<file path="src/rtl/seq_det_pkg.sv">
// Shared types and helpers for the programmable serial pattern detector.
package seq_det_pkg;

   typedef enum logic {
      UNCFG = 1'b0,
      ARMED = 1'b1
   } state_t;

   function automatic logic len_legal(input int unsigned len, input int unsigned max_len);
      return (len != 0) && (len <= max_len);
   endfunction

endpackage

</file>
<file path="src/rtl/seq_det_match_cnt.sv">
// Saturating match counter: clear wins over increment; holds at all-ones instead of wrapping.
module seq_det_match_cnt #(
   parameter int CNT_W = 8
) (
   input  logic             clk,
   input  logic             reset,
   input  logic             i_clr,
   input  logic             i_inc,
   output logic [CNT_W-1:0] o_cnt
);

   logic [CNT_W-1:0] r_cnt;

   always_ff @(posedge clk or posedge reset) begin
      if (reset) begin
         r_cnt <= '0;
      end else if (i_clr) begin
         r_cnt <= '0;
      end else if (i_inc && (r_cnt != {CNT_W{1'b1}})) begin
         r_cnt <= r_cnt + 1'b1;
      end
   end

   assign o_cnt = r_cnt;

endmodule

</file>
<file path="src/rtl/pattern_seq_detector.sv">
// Runtime-programmable serial pattern detector; match is a registered pulse one cycle after the completing bit.
// Define SEQ_DET_CNT_EN to build the saturating match counter, otherwise match_count is tied to 0.
module pattern_seq_detector
   import seq_det_pkg::*;
#(
   parameter int MAX_LEN = 8,
   parameter int LEN_W   = $clog2(MAX_LEN + 1),
   parameter int CNT_W   = 8
) (
   input  logic               clk,
   input  logic               reset,
   input  logic               cfg_load,
   input  logic [MAX_LEN-1:0] cfg_pattern,
   input  logic [LEN_W-1:0]   cfg_len,
   input  logic               cfg_overlap,
   input  logic               in_valid,
   input  logic               x,
   output logic               armed,
   output logic               cfg_err,
   output logic               match,
   output logic [CNT_W-1:0]   match_count
);

   state_t             r_state;
   logic [MAX_LEN-1:0] r_pattern;
   logic [LEN_W-1:0]   r_len;
   logic               r_overlap;
   logic [MAX_LEN-1:0] r_hist;
   logic [LEN_W-1:0]   r_fill;
   logic               r_match;
   logic               r_cfg_err;

   logic               w_len_ok;
   logic               w_cfg_ok;
   logic               w_accept;
   logic [MAX_LEN-1:0] w_hist_nxt;
   logic [LEN_W-1:0]   w_fill_nxt;
   logic [MAX_LEN-1:0] w_mask;
   logic               w_hit;
   logic               w_hit_acc;

   assign w_len_ok  = len_legal(32'(cfg_len), MAX_LEN);
   assign w_cfg_ok  = cfg_load && w_len_ok;
   // A same-cycle cfg_load discards the incoming bit, legal or not.
   assign w_accept  = (r_state == ARMED) && in_valid && !cfg_load;

   assign w_hist_nxt = MAX_LEN'({r_hist, x});
   assign w_fill_nxt = (r_fill == LEN_W'(MAX_LEN)) ? r_fill : r_fill + LEN_W'(1);
   assign w_mask     = ~({MAX_LEN{1'b1}} << r_len);
   assign w_hit      = (w_fill_nxt >= r_len) && (((w_hist_nxt ^ r_pattern) & w_mask) == '0);
   assign w_hit_acc  = w_accept && w_hit;

   always_ff @(posedge clk or posedge reset) begin
      if (reset) begin
         r_state   <= UNCFG;
         r_pattern <= '0;
         r_len     <= '0;
         r_overlap <= 1'b0;
         r_hist    <= '0;
         r_fill    <= '0;
         r_match   <= 1'b0;
         r_cfg_err <= 1'b0;
      end else begin
         r_match   <= 1'b0;
         r_cfg_err <= 1'b0;
         if (cfg_load) begin
            if (w_len_ok) begin
               r_state   <= ARMED;
               r_pattern <= cfg_pattern;
               r_len     <= cfg_len;
               r_overlap <= cfg_overlap;
               r_hist    <= '0;
               r_fill    <= '0;
            end else begin
               r_cfg_err <= 1'b1;
            end
         end else if (w_accept) begin
            r_hist  <= w_hist_nxt;
            // Non-overlap restarts the fill so the next match needs a full fresh pattern.
            r_fill  <= (w_hit && !r_overlap) ? '0 : w_fill_nxt;
            r_match <= w_hit;
         end
      end
   end

   assign armed   = (r_state == ARMED);
   assign cfg_err = r_cfg_err;
   assign match   = r_match;

`ifdef SEQ_DET_CNT_EN
   seq_det_match_cnt #(
      .CNT_W (CNT_W)
   ) u_match_cnt (
      .clk   (clk),
      .reset (reset),
      .i_clr (w_cfg_ok),
      .i_inc (w_hit_acc),
      .o_cnt (match_count)
   );
`else
   assign match_count = '0;
`endif

endmodule

</file>
<file path="config.mk">
export PLATFORM = sky130hd
export DESIGN_NAME = pattern_seq_detector
export DESIGN_NICKNAME = d
export VERILOG_FILES = /design/src/rtl/seq_det_pkg.sv /design/src/rtl/seq_det_match_cnt.sv /design/src/rtl/pattern_seq_detector.sv
export SDC_FILE = /design/constraint.sdc
export NUM_CORES = 1
export LEC_CHECK = 0
export ABC_CLOCK_PERIOD_IN_PS = 2100
export CORE_MARGIN = 10
export CORE_UTILIZATION = 45
export DETAILED_ROUTE_END_ITERATION = 7
export PLACE_DENSITY = 0.71
export SETUP_SLACK_MARGIN = 0.3
export SLEW_MARGIN = 10
export SYNTH_ARGS = -nofsm -noshare
export SYNTH_HDL_FRONTEND = slang
export SYNTH_SLANG_ARGS = --single-unit
</file>
<file path="constraint.sdc">
create_clock -name clk -period 2.1 [get_ports clk]
set_input_delay 0.315 -clock clk [delete_from_list [all_inputs] [get_ports clk]]
set_output_delay 0.315 -clock clk [all_outputs]
set_load 0.01 [all_outputs]
</file>
**After elaboration in Yosys (flattened, before gate mapping)**

Index checks and enable logic that the tools add are counted.

- Register bits: 27
- Logic and storage cells: 41
- Output and inout port bits: 11
- Bits of input ports: 18

- Equality and inequality tests: 2
- Muxes and demuxes: 12
- Order comparisons: 2
- Reduce and logical (&&, ||, !) cells: 12
- Bitwise logic cells: 3
- Add/sub/neg operators: 1
- Shift operators: 1

Operator list:

| cell | count |
|---|---|
| $mux W7 | 3 |
| $mux W4 | 5 |
| $and A8 B8 Y8 | 1 |
| $logic_not A8 Y1 | 1 |
| $not A8 Y8 | 1 |
| $shl A8 B4 Y8 const A | 1 |
| $xor A8 B8 Y8 | 1 |
| $logic_and A1 B1 Y1 | 5 |
| $add A4 B1 Y4 const B | 1 |
| $eq A4 B4 Y1 const B | 1 |
| $ge A4 B4 Y1 | 1 |
| $le A4 B4 Y1 const B | 1 |
| $mux W1 | 4 |
| $reduce_and A2 Y1 | 2 |
| $reduce_bool A4 Y1 | 1 |
| $logic_not A1 Y1 | 2 |
| $ne A2 B1 Y1 const B | 1 |
| $reduce_bool A2 Y1 | 1 |

**Logic depth before layout (Yosys ltp)**

- Word-level depth: 9
- Mapped depth: 11
- Depth with buffers taken out: 11

**Worst setup path before layout**

OpenSTA, ideal clock, no wires.

- Kind: reg2reg
- From: register r_fill[0]
- To: register r_fill[0]
- Stages on the path, launching flop included: 12
- Slack: -0.055 ns
- Data required time: 1.972 ns
- Arrival: 2.027 ns
- Cells stage by stage: dfrtp_1 -> inv_1 -> ha_1 -> nand2_1 -> nand3_1 -> o21ai_0 -> ha_1 -> o21a_1 -> o22ai_1 -> or4_4 -> nor4_4 -> nor2_1

- Word-level cells in the longest chain between the ends: 8
- Elaborated cells between the ends (all ways): 9
- Those cells by class: 1 x add/sub; 1 x order compare; 1 x eq/ne; 4 x mux; 2 x reduce/logical

Ends and longest elaborated chain:

| what | line | source |
|---|---|---|
| start, declared | pattern_seq_detector.sv:29 | `logic [LEN_W-1:0] r_fill;` |
| start signal, assigned | pattern_seq_detector.sv:80 | `r_fill <= (w_hit && !r_overlap) ? '0 : w_fill_nxt;` |
| $add A4 B1 Y4 / $eq A4 B4 Y1 (equally long branches) | pattern_seq_detector.sv:48 | `assign w_fill_nxt = (r_fill == LEN_W'(MAX_LEN)) ? r_fill : r_fill + LEN_W'(1);` |
| $mux W4 (*) | pattern_seq_detector.sv:48 |  |
| $ge A4 B4 Y1 | pattern_seq_detector.sv:50 | `assign w_hit = (w_fill_nxt >= r_len) && (((w_hist_nxt ^ r_pattern) & w_mask) == '0);` |
| $logic_and A1 B1 Y1 | pattern_seq_detector.sv:50 |  |
| $logic_and A1 B1 Y1 | pattern_seq_detector.sv:80 |  |
| $mux W4 (*) | pattern_seq_detector.sv:80 |  |
| $mux W4 (*) | pattern_seq_detector.sv:77 | `end else if (w_accept) begin` |
| $mux W4 (*) | pattern_seq_detector.sv:66 | `if (cfg_load) begin` |

Mark *: on every way between the ends. The rest lies on a longest branch, timed or not. The select of a mux whose other input is x is not followed.
A chain may end at the register's enable or synchronous reset.

**Worst setup path after layout**

- From: register r_fill[0]
- To: register r_fill[1]

The elaborated chain is that of the path after synthesis.

==> summary.json <==
{
  "status": {
    "violations": "setup timing",
    "outcome": "finished with violations"
  },
  "place": {
    "place.gp.congestion": 0.842,
    "hpwl_mm": 2.21,
    "port-buffer-count": 20,
    "post_dp_cell_area_um2": 1750
  },
  "finish": {
    "mostFrequentLayoutCells": "27 x sky130_fd_sc_hd__dfrtp_1, 20 x sky130_fd_sc_hd__nand2_1, 20 x sky130_fd_sc_hd__clkdlybuf4s50_1, 12 x sky130_fd_sc_hd__nand3_1, 12 x sky130_fd_sc_hd__mux2_2",
    "antenna_cells_inserted": 0,
    "layout-area-overhead-vs-synth_pct": 25.2,
    "most_common_library_cell_in_the_layout_ignoring_fill_and_taps": "sky130_fd_sc_hd__dfrtp_1",
    "drive_above_1_share_pct": 21.1,
    "nets": 200,
    "layout.cell_area.non_filler_um2": 1840
  },
  "clocking": {
    "cts_sinks": 27,
    "clock_tree.htree_level_count": 1,
    "cts_hold_buffers": 0,
    "clock_tree_from_tritoncts": "built",
    "cts.clk_slew.worst_paths_ns": 0.15,
    "clock_tree.root_cell": "sky130_fd_sc_hd__clkbuf_4",
    "cts_buffers": 3,
    "cts-root-to-sink-buffers": 2,
    "worst_skew_pair.late_latency_ns": 0.32
  },
  "logic_synthesis": {
    "synth.cell_area_um2": 1470,
    "yosysUniqueCellTypes": 29,
    "synth_top_flop_cell": "sky130_fd_sc_hd__dfrtp_1",
    "ys_ff_latch": 27,
    "ys.warnings.count": 0,
    "synthesis.instances": 145,
    "synth_area_per_cell_um2": 10.1,
    "synth_edf_count": 0,
    "synth-seq-area-share_pct": 46.0,
    "synthArstFlopShare_pct": 100
  },
  "timing": {
    "max_freq_mhz": 445,
    "fin_worst_hold_slack_ns": 0.327,
    "clock-skew-final_ns": 0.00645,
    "setup_repair_after_global_routing_missed_its_margin": "true",
    "finalHoldViolCount": 0,
    "time_the_worst_path_needs_with_i_o_delays_and_setup_ns": 2.24,
    "final_period_utilization_pct": 107,
    "report.final.slew_viol_count": 0,
    "report.final.setup_viol": 5,
    "layout_setup_ws_ns": -0.145
  },
  "power_and_ir_drop": {
    "max_ir_drop_vdd_mv": 0.393,
    "leakagePower_nw": 0.817,
    "power.density_cell_area_nw_per_um2": 751
  },
  "floorplanning": {
    "fp.coreArea_um2": 3080,
    "die_y_um": 77.1,
    "floorplan.die_area_um2": 5950,
    "io_pins": 29,
    "initial_util_pct": 47.7,
    "row_count": 20,
    "dieWidth_um": 77.1
  },
  "route": {
    "first_pass_iters": 4,
    "detail_route.wl_per_cell_um": 14.2,
    "antenna_violating_nets_post_route": 0,
    "avgViaCountPerCell": 4.96,
    "drt_iter0_markers": 70,
    "via_count": 1087,
    "drc": 0,
    "routed_wl_mm": 3.11
  },
  "global_route": {
    "gr-total-overflow": 0,
    "grt_pass1_wl_mm": 5.10,
    "grt.total_usage_pct": 9.95,
    "grt_start_max_net_pins": 28,
    "antenna_found_initial": 0,
    "grt_pass1_vias": 1146
  },
  "worst_setup_path": {
    "r2r_start": "r_fill[0]",
    "cell_depth_of_the_worst_flop_to_flop_path": 9,
    "cp-end-kind": "flop",
    "timing.critical_path.required_ns": 2.32,
    "crit-reg2reg-capture": "r_fill[1]",
    "ff2ff_setup_slack_ns": -0.14,
    "worst-path-max-fanout": 3,
    "cp_data_arrival_time_ns": 2.46,
    "crit_path_start_kind": "flop",
    "criticalPathCategory": "reg2reg"
  },
  "job": {
    "maxCapViolations": 0
  },
  "hold_path": {
    "hold_path.class": "in2async"
  }
}
==> metrics by stage <==
stage | setup TNS (ns) | cells | worst slack [ns] | power, mW | util [%]
floorplan | -0.0581 | 152 | -0.0448 | 0.942 | -
global placement | -0.502 | 213 | -0.138 | 1.06 | 57.0
detailed placement | -0.846 | 213 | -0.204 | 1.07 | 57.0
CTS | -0.501 | 218 | -0.150 | 1.34 | 58.9
global route | -1.20 | 219 | -0.278 | 1.46 | 59.8
finish | -0.548 | 219 | -0.145 | 1.38 | 59.8
==> kinds of logic after synthesis <==
| logic type | after synthesis | synth area share (%) |
|---|---|---|
| compound gates | 18 | 7.92 |
| other cells | 1 | 0.255 |
| flops | 27 | 46.0 |
| simple gates | 51 | 17.7 |
| mux | 12 | 9.20 |
| buf+inv | 19 | 7.24 |
| xor+xnor | 11 | 6.56 |
| fa+ha+maj | 6 | 5.11 |
==> layout make-up <==
type,instances,area [µm²]
well taps,44,55.1
fillers,288,1240
clock buffers,4,26.3
inverters,7,26.3
flip-flops and latches,27,676
multi-input cells,106,761
repair buffers,31,295
==> power breakdown <==
part	switching, mW	total [mW]	internal [mW]
combinational	0.228	0.508	0.280
clock	0.151	0.226	0.0743
sequential	0.0604	0.647	0.587
total	0.439	1.38	0.941
==> worst max path at each step <==
stage	depth (start not counted)	startpoint	end	slack (ns)
floorplan	11	r_fill[0]	r_fill[1]	-0.04
finish	9	r_fill[0]	r_fill[1]	-0.14
CTS	10	r_fill[0]	r_fill[1]	-0.15
global placement	10	r_fill[1]	r_fill[1]	-0.14
detailed placement	10	r_fill[0]	r_fill[3]	-0.20
global route	10	r_fill[1]	r_fill[1]	-0.28
==> sequential cells by signal, summed over array words and instances, names as in the netlist <==
| register | flops |
|---|---|
| r_pattern | 8 |
| r_hist | 7 |
| r_fill | 4 |
| r_len | 4 |
| armed | 1 |
| cfg_err | 1 |
| match | 1 |
| r_overlap | 1 |
==> worst max-delay path, stage by stage (launching register included) <==
cell                       delay [ns]
sky130_fd_sc_hd__dfrtp_1         0.40
sky130_fd_sc_hd__buf_4           0.14
sky130_fd_sc_hd__ha_2            0.19
sky130_fd_sc_hd__o21ai_2         0.17
sky130_fd_sc_hd__ha_1            0.25
sky130_fd_sc_hd__o21a_1          0.13
sky130_fd_sc_hd__o22ai_1         0.06
sky130_fd_sc_hd__or4_4           0.46
sky130_fd_sc_hd__o311ai_2        0.28
sky130_fd_sc_hd__nand2_1         0.07
==> synthesized netlist by cell type, types with 2 or more instances <==
master,n,share of area [%]
sky130_fd_sc_hd__buf_4,9,4.6
sky130_fd_sc_hd__nor2_1,6,1.5
sky130_fd_sc_hd__a21oi_1,9,3.1
sky130_fd_sc_hd__nand2b_1,3,1.3
sky130_fd_sc_hd__xnor2_1,11,6.6
sky130_fd_sc_hd__nor3_1,2,0.68
sky130_fd_sc_hd__ha_1,6,5.1
sky130_fd_sc_hd__nand3_1,13,4.4
sky130_fd_sc_hd__o21ai_0,3,1.0
sky130_fd_sc_hd__nand3b_1,2,1.0
sky130_fd_sc_hd__inv_1,7,1.8
sky130_fd_sc_hd__dfrtp_1,27,46
sky130_fd_sc_hd__mux2_2,12,9.2
sky130_fd_sc_hd__nand2_1,20,5.1
==> per-layer routing <==
| metal | up-vias | GRT usage (%) | part of all wire, % |
|---|---|---|---|
| li1 | 538 | - | - |
| met1 | 522 | 11.3 | 44 |
| met2 | 23 | 17.5 | 49 |
| met3 | 4 | 2.56 | 5.3 |
| met4 | 0 | 3.47 | 1.2 |
| met5 | - | 0 | 0 |
==> what timing repair did <==
action	in CTS	in global routing
resized for setup	6	2
buffers inserted	1	1
pin swaps	6	2
hold endpoints to repair	0	0
setup endpoints to repair	5	5
Note: power is estimated with default switching activity, not from simulation.
